===== src/rtl/vga_out_csc.sv =====
// vga_out_csc: video output colour-space converter.
// RGB -> YPbPr (BT.601 / BT.709) or RGB passthrough, with a fixed 3-clock
// latency on every path. The mode is switched only on the vsync leading edge,
// and each pipeline stage carries its own mode tag so a pixel never mixes
// coefficients from two modes. Syncs and DE are delay-matched to the data.
module vga_out_csc #(
  parameter int DW       = 8,
  parameter bit VS_POL   = 1'b1,
  parameter bit BLANK_EN = 1'b1
) (
  input  logic            clk,
  input  logic            reset_n,
  input  logic [1:0]      mode,
  input  logic            hsync,
  input  logic            vsync,
  input  logic            csync,
  input  logic            de,
  input  logic [3*DW-1:0] din,
  output logic [3*DW-1:0] dout,
  output logic            hsync_o,
  output logic            vsync_o,
  output logic            csync_o,
  output logic            de_o,
  output logic [1:0]      mode_cur
);

  localparam int PW = DW + 12;  // product width
  localparam int AW = DW + 14;  // accumulator width

  localparam logic signed [AW-1:0] ZERO_C = {AW{1'b0}};
  localparam logic signed [AW-1:0] RND_C  = AW'(11'd512);
  localparam logic signed [AW-1:0] OFS_C  = AW'(1'b1) << (DW + 9);
  localparam logic signed [AW-1:0] MAX_C  = AW'({DW{1'b1}});
  localparam logic [DW-1:0]        HALF_C = DW'(1'b1) << (DW - 1);

  // Coefficient table in 1/1024 units; idx = row*3 + col, rows Y/Pb/Pr, cols R/G/B.
  function automatic logic signed [11:0] coef(input logic [1:0] m, input logic [3:0] idx);
    logic signed [11:0] c;
    if (m == 2'd2) begin
      case (idx)
        4'd0:    c = 12'sd218;
        4'd1:    c = 12'sd732;
        4'd2:    c = 12'sd74;
        4'd3:    c = -12'sd117;
        4'd4:    c = -12'sd395;
        4'd5:    c = 12'sd512;
        4'd6:    c = 12'sd512;
        4'd7:    c = -12'sd465;
        4'd8:    c = -12'sd47;
        default: c = 12'sd0;
      endcase
    end else begin
      case (idx)
        4'd0:    c = 12'sd306;
        4'd1:    c = 12'sd601;
        4'd2:    c = 12'sd117;
        4'd3:    c = -12'sd173;
        4'd4:    c = -12'sd339;
        4'd5:    c = 12'sd512;
        4'd6:    c = 12'sd512;
        4'd7:    c = -12'sd429;
        4'd8:    c = -12'sd83;
        default: c = 12'sd0;
      endcase
    end
    return c;
  endfunction

  // Drop the 10 fraction bits and saturate into the unsigned component range.
  function automatic logic [DW-1:0] clamp(input logic signed [AW-1:0] a);
    logic signed [AW-1:0] q;
    logic [DW-1:0]        r;
    q = a >>> 4'd10;
    if (q[AW-1]) begin
      r = {DW{1'b0}};
    end else if (q > MAX_C) begin
      r = {DW{1'b1}};
    end else begin
      r = q[DW-1:0];
    end
    return r;
  endfunction

  // Mode latch state
  logic                 vs_prev_q;
  logic [1:0]           mode_cur_q;
  logic                 vs_edge_s;
  logic [1:0]           mode_sel_s;

  // Stage 1
  logic signed [PW-1:0] comp_s [3];
  logic signed [PW-1:0] prod_d [9];
  logic signed [PW-1:0] prod_q [9];
  logic [3*DW-1:0]      pass1_q;
  logic [1:0]           m1_q;
  logic [3:0]           sync1_q;

  // Stage 2
  logic signed [AW-1:0] acc_d [3];
  logic signed [AW-1:0] acc_q [3];
  logic [3*DW-1:0]      pass2_q;
  logic [1:0]           m2_q;
  logic [3:0]           sync2_q;

  // Stage 3
  logic [3*DW-1:0]      dout_d;
  logic [3*DW-1:0]      dout_q;
  logic [3:0]           sync3_q;

  assign vs_edge_s  = (vsync == VS_POL) && (vs_prev_q != VS_POL);
  assign mode_sel_s = (mode == 2'd3) ? 2'd0 : mode;

  // Vsync edge detect and frame-boundary mode latch.
  always_ff @(posedge clk or negedge reset_n) begin
    if (!reset_n) begin
      vs_prev_q  <= ~VS_POL;
      mode_cur_q <= 2'd0;
    end else begin
      vs_prev_q  <= vsync;
      if (vs_edge_s) begin
        mode_cur_q <= mode_sel_s;
      end
    end
  end

  // Nine component x coefficient products using the mode applied this cycle.
  always_comb begin
    for (int c = 0; c < 3; c++) begin
      comp_s[c] = $signed({{12{1'b0}}, din[(2-c)*DW +: DW]});
    end
    for (int r = 0; r < 3; r++) begin
      for (int c = 0; c < 3; c++) begin
        prod_d[r*3+c] = comp_s[c] * PW'(coef(mode_cur_q, 4'(r*3+c)));
      end
    end
  end

  // Stage 1 registers: products, raw pixel, mode tag, syncs.
  always_ff @(posedge clk or negedge reset_n) begin
    if (!reset_n) begin
      for (int i = 0; i < 9; i++) begin
        prod_q[i] <= {PW{1'b0}};
      end
      pass1_q <= {3*DW{1'b0}};
      m1_q    <= 2'd0;
      sync1_q <= 4'd0;
    end else begin
      for (int i = 0; i < 9; i++) begin
        prod_q[i] <= prod_d[i];
      end
      pass1_q <= din;
      m1_q    <= mode_cur_q;
      sync1_q <= {hsync, vsync, csync, de};
    end
  end

  // Row sums with rounding term and chroma offset (no offset on Y).
  always_comb begin
    for (int r = 0; r < 3; r++) begin
      acc_d[r] = AW'(prod_q[r*3]) + AW'(prod_q[r*3+1]) + AW'(prod_q[r*3+2])
               + RND_C + ((r == 0) ? ZERO_C : OFS_C);
    end
  end

  // Stage 2 registers: accumulators, raw pixel, mode tag, syncs.
  always_ff @(posedge clk or negedge reset_n) begin
    if (!reset_n) begin
      for (int i = 0; i < 3; i++) begin
        acc_q[i] <= {AW{1'b0}};
      end
      pass2_q <= {3*DW{1'b0}};
      m2_q    <= 2'd0;
      sync2_q <= 4'd0;
    end else begin
      for (int i = 0; i < 3; i++) begin
        acc_q[i] <= acc_d[i];
      end
      pass2_q <= pass1_q;
      m2_q    <= m1_q;
      sync2_q <= sync1_q;
    end
  end

  // Output select: passthrough or clamped {Pr,Y,Pb}, with optional blanking on de=0.
  always_comb begin
    dout_d = {3*DW{1'b0}};
    if (m2_q == 2'd0) begin
      if (BLANK_EN && !sync2_q[0]) begin
        dout_d = {3*DW{1'b0}};
      end else begin
        dout_d = pass2_q;
      end
    end else begin
      if (BLANK_EN && !sync2_q[0]) begin
        dout_d = {HALF_C, {DW{1'b0}}, HALF_C};
      end else begin
        dout_d = {clamp(acc_q[2]), clamp(acc_q[0]), clamp(acc_q[1])};
      end
    end
  end

  // Stage 3 registers drive the outputs.
  always_ff @(posedge clk or negedge reset_n) begin
    if (!reset_n) begin
      dout_q  <= {3*DW{1'b0}};
      sync3_q <= 4'd0;
    end else begin
      dout_q  <= dout_d;
      sync3_q <= sync2_q;
    end
  end

  assign dout     = dout_q;
  assign hsync_o  = sync3_q[3];
  assign vsync_o  = sync3_q[2];
  assign csync_o  = sync3_q[1];
  assign de_o     = sync3_q[0];
  assign mode_cur = mode_cur_q;

endmodule


===== config.mk =====
export PLATFORM = sky130hd
export DESIGN_NAME = vga_out_csc
export DESIGN_NICKNAME = d
export VERILOG_FILES = /design/src/rtl/vga_out_csc.sv
export SDC_FILE = /design/constraint.sdc
export NUM_CORES = 1
export LEC_CHECK = 0
export ABC_AREA = 0
export ABC_CLOCK_PERIOD_IN_PS = 7350
export CORE_MARGIN = 2
export CORE_UTILIZATION = 35
export CTS_CLUSTER_DIAMETER = 80
export DETAILED_ROUTE_END_ITERATION = 16
export PLACE_DENSITY = 0.54
export SYNTH_ARGS = -nofsm -noshare
export SYNTH_HDL_FRONTEND = slang
export SYNTH_SLANG_ARGS = --single-unit

===== constraint.sdc =====
create_clock -name clk -period 7.35 [get_ports clk]
set_input_delay 1.47 -clock clk [delete_from_list [all_inputs] [get_ports clk]]
set_output_delay 1.47 -clock clk [all_outputs]
set_load 0.1 [all_outputs]

* After elaboration in Yosys (flattened, before gate mapping)
Index checks and enable logic that the tools add are counted.
** Cells by class
- Add/sub/neg operators :: 11
- Multiply operators :: 7
- Order comparisons :: 3
- Equality and inequality tests :: 2
- Mux-type cells :: 17
- Bitwise gates (word level) :: 1
- Reductions and logical operators :: 2
** Operators with widths (count)
- multiplier 9 x 12 -> 20 bit :: 7
- 2-to-1 mux 24 bit :: 3
- 2-to-1 mux 8 bit :: 9
- adder 22 x 11 -> 22 bit, second input constant :: 3
- adder 21 x 20 -> 22 bit :: 2
- adder 22 x 19 -> 22 bit, second input constant :: 2
- adder 20 x 20 -> 21 bit :: 2
- > comparator 12 x 9 -> 1 bit, second input constant :: 3
- adder 21 x 18 -> 22 bit :: 1
- adder 18 x 20 -> 21 bit :: 1
- 2-to-1 mux 7 bit :: 2
- 2-to-1 mux 9 bit :: 1
- 2-to-1 mux 6 bit :: 1
- equality test 2 bit, second input constant :: 2
- zero test 2 bit :: 1
- 2-to-1 mux 2 bit :: 1
- logical AND 1 bit :: 1
- NOT 1 bit :: 1
** Storage, ports and cells
- Register bits :: 313
- Input port bits :: 32
- Output and inout port bits :: 30
- Word-level logic and storage cells :: 65

* Depth between registers and ports, before layout
- Depth in word-level cells :: 5
- Depth in mapped cells :: 22
- Mapped depth without buffers :: 20

* Worst setup path after synthesis
Ideal clock, no wire load.
- Path kind :: reg-to-reg
- From :: register mode_cur_q[1], in the netlist mode_cur[1]
- To :: register prod_q[97] in the netlist's numbering
- Setup time :: 0.080 ns
- Data arrival time :: 5.779 ns
- Required time :: 7.270 ns
- Slack :: 1.491 ns
- Stages on the path, launching flop included :: 21
- Buffers on the path :: 2
- Period minus slack after synthesis :: 5.859 ns
- Cells stage by stage :: dfrtp_1 inv_1 nor2_1 clkbuf_1 clkbuf_1 nand2_1 inv_1 fa_1 fa_1 inv_1 fa_1 fa_1 inv_1 ha_1 a21oi_1 o211ai_1 a31oi_1 nor2b_1 o21a_1 o41ai_1 xnor2_1
** RTL lines
- start, declared :: RTL line 86 : logic [1:0] mode_cur_q;
- start signal, assigned :: RTL line 121 : mode_cur_q <= mode_sel_s;
- end signal, assigned by index :: RTL line 142 : prod_q[i] <= {PW{1'b0}};
- end signal, assigned by index :: RTL line 149 : prod_q[i] <= prod_d[i];
- end, declared :: RTL line 93 : logic signed [PW-1:0] prod_q [9];

==> flow_summary.json <==
{
  "maxSlewViolCount": 0,
  "htreeDepth": 2,
  "hold_class": "flip-flop to flip-flop",
  "num_vias": 15401,
  "synth_cell_types": 64,
  "fmax_mhz": 153.3,
  "initial_core_util": 0.3518,
  "yosys_most_used_dff": "dfrtp_1",
  "io_pins": 62,
  "crit_type": "input port to flip-flop",
  "max-cap-violations": 0,
  "reg2reg_from": "mode_cur[0]",
  "grt_pass1_vias": 16750,
  "cp-end-kind": "flip-flop",
  "outcome": "completed",
  "wl_um": 54970,
  "cts_buffers": 34,
  "ctsHoldBuffers": 0,
  "clk_pin_slew_ns": 0.06,
  "fin_skew_ns": 0.02752,
  "core_mm2": 0.06692,
  "synth-xor-area-share": 0.04799,
  "setup_viol": 0,
  "reg2reg_slack_ns": 1.29,
  "die_area_mm2": 0.06936,
  "cp.required_ns": 7.73,
  "die_width_um": 263.4,
  "grt_first_pass_wirelength_um": 90600,
  "vias_per_cell": 4.685,
  "synth_edf_count": 0,
  "rr_worst_depth": 19,
  "r2r_end": "prod_q[96]",
  "first_pass_iters": 5,
  "grt_overflow_total": 0,
  "tightest_slew_ns": 1.021,
  "synth_mux_area_frac": 0,
  "insertion_delay_ns": 0.54,
  "drive_above_1_share": 0.04272,
  "period_needed_ns": 6.522,
  "synth_seq_cells": 251,
  "fin_util": 0.3964,
  "synth_area_mm2": 0.02354,
  "final-hold-violation-count": 0,
  "synth_cells": 2283,
  "syn_to_final_growth_pct": 12.68,
  "dpl.hpwl_um": 46050,
  "rsz0062_at_grt": "no",
  "cts_tree": "done",
  "place_congestion": 0.8876,
  "cts_root_buf": "clkbuf_16",
  "synthArstFlopShare": 1.000,
  "cts_resized": 0,
  "period_share": 0.8874,
  "crit_arrival_ns": 6.90,
  "synthAdderAreaFrac": 0.4377,
  "synth_compound_area_frac": 0.08408,
  "worstHoldEndpoint": "pass2_q[11]",
  "drc": 0,
  "die_h_um": 263.4,
  "first_iter_violations": 753,
  "wl_per_cell_um": 16.72,
  "fin_tns_setup_ns": 0,
  "critPathLaunchType": "input port",
  "syn_area_per_cell_um2": 10.31,
  "fin_nets": 3093,
  "whs_path_depth": 0,
  "grt_max_degree": 165,
  "slew_headroom": 0.3195,
  "synth-seq-area-share": 0.2668,
  "grt_usage": 0.1660,
  "antenna_found_initial": 1,
  "cts.sinks": 251,
  "rows": 95,
  "cts_buffer_depth": 3,
  "crit_path_max_fanout": 10,
  "yosys.area_share.simple": 0.07377,
  "cts_setup_buffers": 0,
  "io_buffers": 61,
  "yosysWarnings": 0,
  "synth_top_family_by_area": "adder cells",
  "postRouteAntennaNets": 0,
  "hp-start": "pass1_q[11]"
}
## synth_stat cells, types with 9 or more instances
cell type,number,area (um^2)
xor2_1,28,245.2
a31oi_1,16,100.1
fa_1,251,5025
nor2b_1,28,175.2
o21a_1,25,187.7
nand2b_1,25,156.4
a21o_1,36,270.3
ha_1,422,5280
nand2_1,103,386.6
a21oi_1,91,455.4
xnor2_1,101,884.6
nor2_1,100,375.4
nor3_1,40,200.2
inv_1,523,1963
or2_2,11,68.82
dfrtp_1,251,6281
clkbuf_1,32,120.1
nand3_1,15,75.07
o221a_2,9,101.4
o21ai_0,53,265.3
o21bai_1,11,82.58
## per-stage QoR
| step | cell area (um^2) | setup WS, ns | hold WS, ns | std cells |
|---|---|---|---|---|
| 2_1_floorplan | 23640 | 1.491 | 0.3312 | 2308 |
| 3_3_place_gp | 25360 | 0.8203 | 0.3334 | 3225 |
| 3_5_place_dp | 25360 | 0.4815 | 0.3355 | 3225 |
| 4_1_cts | 26520 | 1.039 | 0.3469 | 3284 |
| 5_1_grt | 26520 | 0.5037 | 0.3510 | 3284 |
| 6_report | 26530 | 0.8277 | 0.3416 | 3287 |
## critical path, cell delays in order
cell and delay (ns):
clkdlybuf4s50_1 0.70, buf_4 0.28, clkinv_1 0.29, o21ai_0 0.34, nand2_1 0.12, fa_1 0.49
inv_1 0.05, fa_1 0.53, inv_1 0.05, fa_1 0.47, inv_1 0.04, ha_1 0.23
nor3_1 0.22, o211ai_1 0.16, a31oi_1 0.30, o21bai_1 0.15, a2111oi_0 0.65, nor3_1 0.16
xor2_1 0.19
## per-layer routing
metal	up-vias	track usage	wire [um]
li1	7464	-	-
met1	7648	0.2353	27070
met2	227	0.2671	24960
met3	62	0.02161	1763
met4	0	0.04525	1185
met5	-	0	0
## registers in the layout, indices dropped and copies added, names as in the netlist
register / count
acc_q: 35
dout: 24
m1_q: 2
m2_q: 2
mode_cur: 2
pass1_q: 23
pass2_q: 24
prod_q: 127
sync1_q: 4
sync2_q: 4
sync3_q: 4
## area by class of cell
type,count,area [um^2]
inverter,524,1967
clock inverter,13,202.7
multi-input combinational,1498,15260
antenna,3,7.507
sequential,251,6281
fill,6516,40390
timing repair buffer,79,763.2
tap,873,1092
clock buffer,46,957.2
## logic make-up after synthesis
group / Yosys count
fa+ha+maj: 673
buf+inv: 559
simple gates: 366
compound gates: 303
flops: 251
xor+xnor: 129
other cells: 2
## placed cells by master (no fill, tap or decap), types with 4 or more instances in the layout
| cell type | Yosys | routed |
|---|---|---|
| nand4_1 | 8 | 8 |
| clkbuf_1 | 32 | 7 |
| nand3_1 | 15 | 15 |
| xor2_1 | 28 | 28 |
| nor2b_1 | 28 | 28 |
| o221a_2 | 9 | 9 |
| a31oi_1 | 16 | 16 |
| o21a_1 | 25 | 25 |
| xnor2_1 | 101 | 101 |
| ha_1 | 422 | 422 |
| and3_1 | 7 | 7 |
| nor3_1 | 40 | 40 |
| inv_1 | 523 | 523 |
| nand2b_1 | 25 | 25 |
| nand2_1 | 103 | 103 |
| dfrtp_1 | 251 | 251 |
| o21ai_0 | 53 | 53 |
| clkbuf_8 | 0 | 4 |
| buf_4 | 1 | 17 |
| o21ai_1 | 5 | 5 |
| clkdlybuf4s50_1 | 0 | 60 |
| a21oi_1 | 91 | 91 |
| and2_1 | 8 | 8 |
| o211ai_1 | 6 | 6 |
| a21o_1 | 36 | 36 |
| or2_2 | 11 | 11 |
| nor2_1 | 100 | 98 |
| or3_1 | 7 | 7 |
| fa_1 | 251 | 251 |
| bufinv_16 | 0 | 4 |
| o21bai_1 | 11 | 11 |
| clkbuf_16 | 0 | 35 |
| a211oi_1 | 7 | 7 |
| conb_1 | 2 | 27 |
| or4_1 | 4 | 4 |
## how the worst max path moves through the flow
stage / start / slack, ns / cells past startpoint / to
4_1_cts: din[13] / 1.04 / 19 / prod_q[96]
6_report: din[13] / 0.83 / 19 / prod_q[96]
5_1_grt: din[13] / 0.50 / 19 / prod_q[96]
2_1_floorplan: mode_cur[1] / 1.49 / 20 / prod_q[97]
3_3_place_gp: din[13] / 0.82 / 19 / prod_q[96]
3_5_place_dp: din[13] / 0.48 / 19 / prod_q[96]
Power is not shown: default switching activity piles up to over one toggle a cycle in this logic, so the estimate is an artifact.
